--- src/rtl/ext_pipe.sv ---
// Immediate extender feeding a small result FIFO: each accepted imm/EOp pair is
// extended on entry and the stored result is presented in push order.
module ext_pipe #(
    parameter int unsigned IMM_W = 16,
    parameter int unsigned OUT_W = 32,
    parameter int unsigned DEPTH = 4
) (
    input  logic                     clk,
    input  logic                     reset,
    input  logic                     in_valid,
    output logic                     in_ready,
    input  logic [IMM_W-1:0]         imm,
    input  logic [2:0]               EOp,
    output logic                     out_valid,
    input  logic                     out_ready,
    output logic [OUT_W-1:0]         ext,
    output logic                     err,
    output logic [$clog2(DEPTH):0]   count
);

    localparam int unsigned AW = $clog2(DEPTH);
    localparam int unsigned PW = OUT_W - IMM_W;
    localparam logic [AW:0] FULL = (AW + 1)'(DEPTH);

    logic [OUT_W-1:0] mem_ext [DEPTH];
    logic             mem_err [DEPTH];
    logic [AW-1:0]    wr_q, rd_q;
    logic [AW:0]      count_q, count_d;
    logic [OUT_W-1:0] ext_d, sext;
    logic             err_d;
    logic             push, pop;

    assign in_ready  = reset && (count_q != FULL);
    assign out_valid = (count_q != '0);
    assign push      = in_valid && in_ready;
    assign pop       = out_valid && out_ready;
    assign count     = count_q;
    assign sext      = {{PW{imm[IMM_W-1]}}, imm};

    always_comb begin
        ext_d = '0;
        err_d = 1'b0;
        case (EOp)
            3'd0:    ext_d = {{PW{1'b0}}, imm};
            3'd1:    ext_d = sext;
            3'd2:    ext_d = {imm, {PW{1'b0}}};
            3'd3:    ext_d = sext << 2;
            3'd4:    ext_d = {{PW{1'b1}}, imm};
            default: err_d = 1'b1;
        endcase
    end

    always_comb begin
        count_d = count_q;
        case ({push, pop})
            2'b10:   count_d = count_q + 1'b1;
            2'b01:   count_d = count_q - 1'b1;
            default: count_d = count_q;
        endcase
    end

    always_ff @(posedge clk) begin
        if (!reset) begin
            wr_q    <= '0;
            rd_q    <= '0;
            count_q <= '0;
        end else begin
            if (push) wr_q <= wr_q + 1'b1;
            if (pop)  rd_q <= rd_q + 1'b1;
            count_q <= count_d;
        end
    end

    // Storage needs no reset: it is only observed while count is non-zero.
    always_ff @(posedge clk) begin
        if (push) begin
            mem_ext[wr_q] <= ext_d;
            mem_err[wr_q] <= err_d;
        end
    end

    always_comb begin
        ext = '0;
        err = 1'b0;
        if (out_valid) begin
            ext = mem_ext[rd_q];
            err = mem_err[rd_q];
        end
    end

endmodule

--- config.mk ---
export PLATFORM = sky130hd
export DESIGN_NAME = ext_pipe
export DESIGN_NICKNAME = d
export VERILOG_FILES = /design/src/rtl/ext_pipe.sv
export SDC_FILE = /design/constraint.sdc
export NUM_CORES = 1
export LEC_CHECK = 0
export ABC_CLOCK_PERIOD_IN_PS = 2600
export CAP_MARGIN = 20
export CORE_ASPECT_RATIO = 1.4
export CORE_MARGIN = 2
export CORE_UTILIZATION = 25
export CTS_CLUSTER_DIAMETER = 100
export DETAILED_ROUTE_END_ITERATION = 10
export SLEW_MARGIN = 10
export SYNTH_ARGS = -nofsm -noshare
export SYNTH_HDL_FRONTEND = slang
export SYNTH_SLANG_ARGS = --single-unit
--- constraint.sdc ---
create_clock -name clk -period 2.6 [get_ports clk]
set_input_delay 0.78 -clock clk [delete_from_list [all_inputs] [get_ports clk]]
set_output_delay 0.78 -clock clk [all_outputs]
set_load 0.05 [all_outputs]
=== Yosys cells after proc, flatten, opt, wreduce, memory -nomap -nowiden ===
Memory sizes are Yosys's and may differ from the RTL's. A register that Yosys moved wholly into a read port is not among the register bits.
Index checks and enable logic that the tools add are counted.

* $add $sub $neg: 4
* Equality and inequality tests: 7
* Mux-type cells: 11
* Reductions and logical operators: 7

{| class="wikitable"
|+ Operator list
! operator !! number
|-
| one-hot mux 32 bit (5 select lines) || 1
|-
| two-way mux 32 bit || 1
|-
| two-way mux 2 bit || 4
|-
| == test 3 x 2 -> 1 bit (second input constant) || 2
|-
| one-hot mux 3 bit (2 select lines) || 1
|-
| OR reduction 5 bit || 1
|-
| adder 2 x 1 -> 2 bit (second input constant) || 2
|-
| two-way mux 1 bit || 4
|-
| adder 3 x 1 -> 3 bit (second input constant) || 1
|-
| == test 3 x 1 -> 1 bit (second input constant) || 1
|-
| == test 3 bit (second input constant) || 1
|-
| logical AND 1 bit || 3
|-
| logical NOT 3 bit || 1
|-
| != test 3 bit (second input constant) || 1
|-
| nonzero test 3 bit || 1
|-
| subtractor 3 x 1 -> 3 bit (second input constant) || 1
|-
| == test 2 x 1 -> 1 bit (second input constant) || 1
|-
| == test 2 bit (second input constant) || 1
|-
| nonzero test 2 bit || 1
|}

* Register bits: 7
* Bits in writable memories: 132
* Bits of input ports: 23
* Output and inout port bits: 38
* Word-level logic and storage cells: 34
* Memories kept: 2

{| class="wikitable"
|+ Memory list
! name !! depth !! width !! rd ports !! clocked after Yosys merged registers in !! write ports !! line !! RTL
|-
| mem_ext || 4 || 32 || 1 || 1 || 1 || 25 || <nowiki>logic [OUT_W-1:0] mem_ext [DEPTH];</nowiki>
|-
| mem_err || 4 || 1 || 1 || 1 || 1 || 26 || <nowiki>logic mem_err [DEPTH];</nowiki>
|}

=== Longest topological paths before layout ===
Gate-level depths: netlist of the first run.

* Depth in word-level cells: 5
* Mapped depth: 10
* Depth with buffers taken out: 9

=== Worst setup path after synthesis of the first run ===
Ideal clock, no wire load.

* Path type: input -> output
* From: in reset
* To: out in_ready
* Arrival time: 2.085 ns
* Data required time: 1.820 ns
* Setup slack: -0.265 ns
* Stages: 2
* Path buffers: 1
* Cell sequence: buf_2 > a21boi_0

* Longest elaborated chain between the ends: 1

{| class="wikitable"
|+ RTL lines
! element !! line !! RTL
|-
| from (decl) || 9 || <nowiki>input logic reset,</nowiki>
|-
| logical AND 1 bit || 33 || <nowiki>assign in_ready = reset && (count_q != FULL);</nowiki>
|-
| to (decl) || 11 || <nowiki>output logic in_ready,</nowiki>
|}

Every way passes these cells.

==> results of run 1 <==
==> layout make-up <==
type                       instances  area [um2]
tap                              306         383
multi-input combinational        146        1740
clock inverter                    15         150
timing repair buffer              85        1320
inverter                           9        33.8
clock buffer                      17         425
fill                            2192       14900
sequential                       141        4150
==> layer usage <==
layer / up-vias / global-route usage
met5: - / 0
met4: 0 / 0.0489
met3: 17 / 0.0241
met2: 85 / 0.206
met1: 1685 / 0.120
li1: 1415 / -
==> layout by cell type (no fill, tap or decap), types with 3 or more instances in the layout <==
cell type	count
mux4_2	33
clkbuf_16	18
a21o_1	14
buf_12	43
inv_1	9
clkdlybuf4s50_1	24
o21ai_0	6
edfxtp_1	132
nor2b_2	7
nor2b_1	8
inv_6	7
and2_1	8
nor2b_4	20
ha_1	5
dfxtp_1	6
a22o_1	14
buf_16	3
buf_4	12
nand2_1	7
nor2_1	3
==> worst min-delay path by stage <==
| stage | end | slack [ns] | cells past startpoint |
|---|---|---|---|
| 2_1_floorplan | flip-flop | 0.46 | 2 |
| 4_1_cts | rd_q[0] | 0.51 | 2 |
| 3_3_place_gp | wr_q[1] | 0.48 | 2 |
| 6_report | wr_q[1] | 0.51 | 2 |
| 5_1_grt | wr_q[1] | 0.53 | 2 |
| 3_5_place_dp | rd_q[0] | 0.50 | 2 |
==> timing repair <==
| action | 4_1_cts | 5_1_grt |
|---|---|---|
| gates resized for setup | 52 | 7 |
| setup endpoints to repair | 34 | 35 |
| cloned | 4 | 0 |
| buffers inserted | 4 | 0 |
| hold buffers | 0 | 0 |
==> power groups by stage <==
stage / combinational, mW / sequential, mW / clock [mW]
floorplan: 2.06 / 2.83 / 0
global placement: 3.84 / 2.78 / 0
detailed placement: 3.87 / 2.79 / 0
CTS: 4.51 / 2.75 / 2.38
global route: 4.61 / 2.77 / 2.46
finish: 4.41 / 2.76 / 2.33
==> registers in the layout, summed over array words and instances, names as in the netlist, named ones only <==
name     cells
mem_ext    128
mem_err      4
rd_q         2
count        3
wr_q         2
==> cells by family (layout without fill, tap and decap cells) <==
group	count (synthesis)	in the layout	share of synthesized area
mux	36	36	0.133
fa+ha+maj	6	6	0.0141
simple gates	61	61	0.0634
xor+xnor	2	2	0.00300
buf+inv	26	126	0.0246
flops	141	141	0.710
compound gates	41	41	0.0527
==> tightest hold or removal path: cells and delay by family, from the launching register on <==
| kind | cells | cell delay, ns |
|---|---|---|
| flip-flops | 1 | 0.34 |
| AND/OR/NAND/NOR | 1 | 0.07 |
| multiplexers | 1 | 0.05 |
==> metrics by stage <==
step | power (mW) | hold WS, ns
finish | 9.50 | 0.507
global route | 9.85 | 0.532
CTS | 9.64 | 0.511
detailed placement | 6.66 | 0.502
global placement | 6.62 | 0.475
floorplan | 4.89 | 0.461
==> out/metrics.yaml, run 1 <==
status: "complete, but fails checks"
violations: "negative setup slack"
fin_util: 0.354
tightestPinTransition_ns: 1.11
gp_congestion: 0.688
wl_met3_um: 567
min_period_ns: 2.75
rr_startpoint: "count[2]"
r2r-end: "count[2]"
antenna_cells: 0
via_count: 3202
relSlewSlack: 0.255
end_kind: "output pin"
synth_fp_nets: 342
wl_met1_mm: 4.98
clkPwrFrac: 0.246
cp_common_cell: "buf_12"
rsz0062_at_grt: "true"
yosysWarnings: 0
final-hold-violation-count: 0
crit_buf_inv: 4
netlist_area_um2: 5840
sw_frac_of_total: 0.357
overflow: 0
synth.ff_latch_count: 141
timing_worst_setup_path_type: "flip-flop to output pin"
placedInstanceArea_um2: 7270
cts_tree: "built"
final_layout_size_suffix_gt1_frac: 0.385
cts.sinks: 141
path_clk_slew_ns: 0.06
startpoint_type: "flip-flop"
vias_per_cell: 4.45
yosys-top-cells-count: "edfxtp_1 (132), nor2b_1 (35), mux4_2 (33), a21o_1 (14), a22o_1 (14)"
synth_top_area_share: 0.679
synth_edf_count: 132
timing.final.crit_share: 1.06
setup_violations: 33
worst_ir_drop_vdd_mv: 0.561
max_stage_delay_ns: 0.52
crit_required_ns: 1.82
cts_made_buffers: 17
pwr-share-comb: 0.464
arrival_ns: 1.97
dieArea_um2: 24600
hp-start: "wr_q[1]"
dp.cells: 679
drt_wl_total_mm: 13.2
cellPowerDensity_nw_per_um2: 1160
first_pass_iters: 4
p_sw_mw: 3.39
synth_cell_types: 31
final_antenna_net_count: 0
synth_ff_type: "edfxtp_1"
intPower_mw: 6.11
hold_class: "flip-flop to flip-flop"
wl_met2_mm: 7.39
drc: 0
num_io_pins: 61
wl_per_cell_um: 18.4
cts-root-buf: "clkbuf_16"
synth_area_leader_cell: "edfxtp_1"
hpwl_mm: 8.06
routed.top_layer: "met4"
reg2reg_depth: 8
die_h_um: 185
setup_tns_ns: -3.21
slew_viol_final: 0
nets: 429
final_area_um2: 8200
port_buffers: 60
htree_levels: 4
slowest_stage: "mux4_2"
path_cells: "buf_12, buf_12, buf_16, mux4_2, nor2b_4, buf_12"
cellLeakagePower_nw: 2.83
grt_pass1_wl_mm: 19.9
detailedPlace.worstSlack_ns: -0.293
dr.first_iter.drc_count: 253
grt_usage: 0.110
final_cells: 719
skew_ns: 0.0105
grt_pass1_vias: 3392
std_cell_rows: 66
ys_async_sr_fraction: 0
max_cap_viol_count: 0
crit_family: "buffers and inverters"
yosysMostFrequentCell: "edfxtp_1"
seqPwrFrac: 0.290
yosys-top-cells-area: "edfxtp_1 (68%), mux4_2 (13%), nor2b_1 (3.7%)"
crit_cells: 6
timing.final.ws_setup_ns: -0.153
start_util: 0.253
rrSetupSlack_ns: 0.46
clock_latency_ns: 0.42
grt_max_degree: 38
die_w_um: 133
synth-seq-area-share: 0.710
area_growth_pct: 40.3
synth_cells: 313
antenna_found_initial: 0
clockBufferDepth: 2
path_max_fanout: 8
avgSynthCellArea_um2: 18.7
core_um2: 23100
fmax_ghz: 0.363
crit_path_end: "ext[10]"
Power figures use the tool's default switching activity.
==> run 2: changes to the inputs <==
--- a/config.mk
+++ b/config.mk
@@ -12,6 +12,8 @@
 export CORE_UTILIZATION = 25
 export CTS_CLUSTER_DIAMETER = 100
 export DETAILED_ROUTE_END_ITERATION = 10
+export DONT_BUFFER_PORTS = 1
+export SKIP_LAST_GASP = 1
 export SLEW_MARGIN = 10
 export SYNTH_ARGS = -nofsm -noshare
 export SYNTH_HDL_FRONTEND = slang
==> run 2 against run 1 <==
Compared with the run above:
- the run still ends with negative setup slack left
- critical path depth fell by 2
- final area fell by 7.7%
- worst hold slack got worse by 0.015 ns
- combinational power fell by 18%
- critical path type unchanged
- largest cell class unchanged
- largest power group unchanged
==> out/metrics.yaml, run 2 (synthesis results as in run 1) <==
status: "complete, but fails checks"
violations: "negative setup slack"
grt_pass1_wl_mm: 19.2  # -3.8%
largest_reg_flops: 128  # unchanged
startpoint_type: "flip-flop"
skew_ns: 0.0121  # +0.00159 ns
dieArea_um2: 24600  # unchanged
overflow: 0  # unchanged
final_common_cell: "edfxtp_1"
cts-root-buf: "clkbuf_16"
antenna_found_initial: 0  # unchanged
area_growth_pct: 29.6
clockBufferDepth: 2  # unchanged
holdWs_ns: 0.492  # -0.0152 ns
gp_congestion: 0.744  # +8.1%
timing_worst_setup_path_type: "flip-flop to output pin"
rsz0062_at_grt: "true"
end_kind: "output pin"
crit_required_ns: 1.82  # about the same
timing.final.crit_share: 1.04  # -0.0161
tightestPinTransition_ns: 0.932  # -0.180 ns
cellLeakagePower_nw: 2.62  # -7.6%
final-hold-violation-count: 0  # unchanged
path_max_fanout: 5  # -3
grt_max_degree: 38  # unchanged
dr.first_iter.drc_count: 208  # -18%
final_antenna_net_count: 0  # unchanged
timing.final.ws_setup_ns: -0.111  # +0.0420 ns
num_io_pins: 61  # unchanged
core_um2: 23100  # unchanged
wl_per_cell_um: 18.8  # +2.1%
drt_wl_total_mm: 12.9  # -2.6%
die_w_um: 133  # unchanged
htree_levels: 4  # unchanged
dp.cells: 650  # -4.3%
final_cell_mix: "edfxtp_1 (132), mux4_2 (33), buf_6 (31)"
max_cap_viol_count: 0  # unchanged
hp-start: "rd_q[0]"
detailedPlace.worstSlack_ns: 0.217  # +0.510 ns
port_buffers: 0  # -100%
crit_family: "multiplexers"
cts_setup_buffers: 0  # -4
top_register: "mem_ext"
worst_ir_drop_vdd_mv: 0.562  # +0.29%
via_count: 3036  # -5.2%
final_cells: 686  # -4.6%
cts_made_buffers: 17  # unchanged
vias_per_cell: 4.43  # -0.62%
first_pass_iters: 4  # unchanged
setup_violations: 33  # unchanged
setup_tns_ns: -2.72  # +0.487 ns
crit_buf_inv: 2  # -2
min_period_ns: 2.71  # -0.0420 ns
hold_class: "flip-flop to flip-flop"
slew_viol_final: 0  # unchanged
path_clk_slew_ns: 0.06  # about the same
start_util: 0.253  # unchanged
path_cells: "clkbuf_16, mux4_2, nor2b_4, buf_6"
cellPowerDensity_nw_per_um2: 1150  # -0.45%
die_h_um: 185  # unchanged
cts_tree: "built"
drc: 0  # unchanged
max_stage_delay_ns: 0.53  # about the same
std_cell_rows: 66  # unchanged
grt_pass1_vias: 3227  # -4.9%
relSlewSlack: 0.376  # +0.121
finalPower_mw: 8.74  # -8.1%
antenna_cells: 0  # unchanged
fmax_ghz: 0.369  # +1.5%
arrival_ns: 1.93  # -0.04 ns
nets: 396  # -7.7%
final_layout_size_suffix_gt1_frac: 0.374  # -0.0113
grt_usage: 0.107  # -0.00339
cts.sinks: 141  # unchanged
rr_startpoint: "count[2]"
hpwl_mm: 8.16  # +1.3%
clock_latency_ns: 0.41  # about the same
slowest_stage: "mux4_2"
-- run 2: cell types whose count changed in the layout (fill, tap and decap cells not counted), sizes merged --
cell / previous run / this run
clkinv: 3 / 8
bufinv: 1 / 3
clkbuf: 18 / 22
clkdlybuf4s50: 24 / 0
dlygate4sd2: 1 / 0
buf: 59 / 50
inv: 18 / 9
clkinvlp: 2 / 1
-- run 2: path summary, 6_finish.rpt --
kind,endpoint,slack [ns],depth (start not counted)
setup / recovery,ext[10],-0.11,4
hold / removal,flip-flop,0.49,2
setup reg to reg,count[2],0.46,9
hold reg to reg,flip-flop,0.49,2
-- run 2: per-stage QoR --
stage / area [um2] / utilization
finish: 7570 / 0.327
global route: 7570 / 0.327
CTS: 7240 / 0.313
detailed placement: 6570 / 0.284
global placement: 6570 / 0.284
floorplan: 5840 / -
-- run 2: power by group --
| part | internal (mW) | total, mW | switching, mW |
|---|---|---|---|
| Sequential | 2.68 | 2.78 | 0.0994 |
| Combinational | 1.46 | 3.61 | 2.15 |
| Clock | 1.50 | 2.35 | 0.850 |
-- run 2: cell type report --
class | count | area (um2)
sequential | 141 | 4150
clock inverter | 12 | 146
fill | 2227 | 15600
timing repair buffer | 52 | 684
clock buffer | 20 | 437
inverter | 9 | 33.8
tap | 306 | 383
multi-input combinational | 146 | 1740
-- run 2: worst min-delay path, cell delays in order (launching register included) --
cell and delay, ns:
dfxtp_1 0.32, nand2_1 0.07, o21ai_0 0.07
-- run 2: layer usage --
layer | vias up | global-route usage | share of wire | routed length, um
li1 | 1345 | - | - | -
met1 | 1594 | 0.112 | 0.38 | 4860
met2 | 82 | 0.191 | 0.55 | 7030
met3 | 15 | 0.0372 | 0.055 | 707
met4 | 0 | 0.0532 | 0.023 | 295
met5 | - | 0 | 0 | 0
-- run 2: what timing repair did --
action | CTS | global route
cloned | 2 | 2
setup endpoints to repair | 33 | 33
hold buffers | 0 | 0
resized for setup | 11 | 75
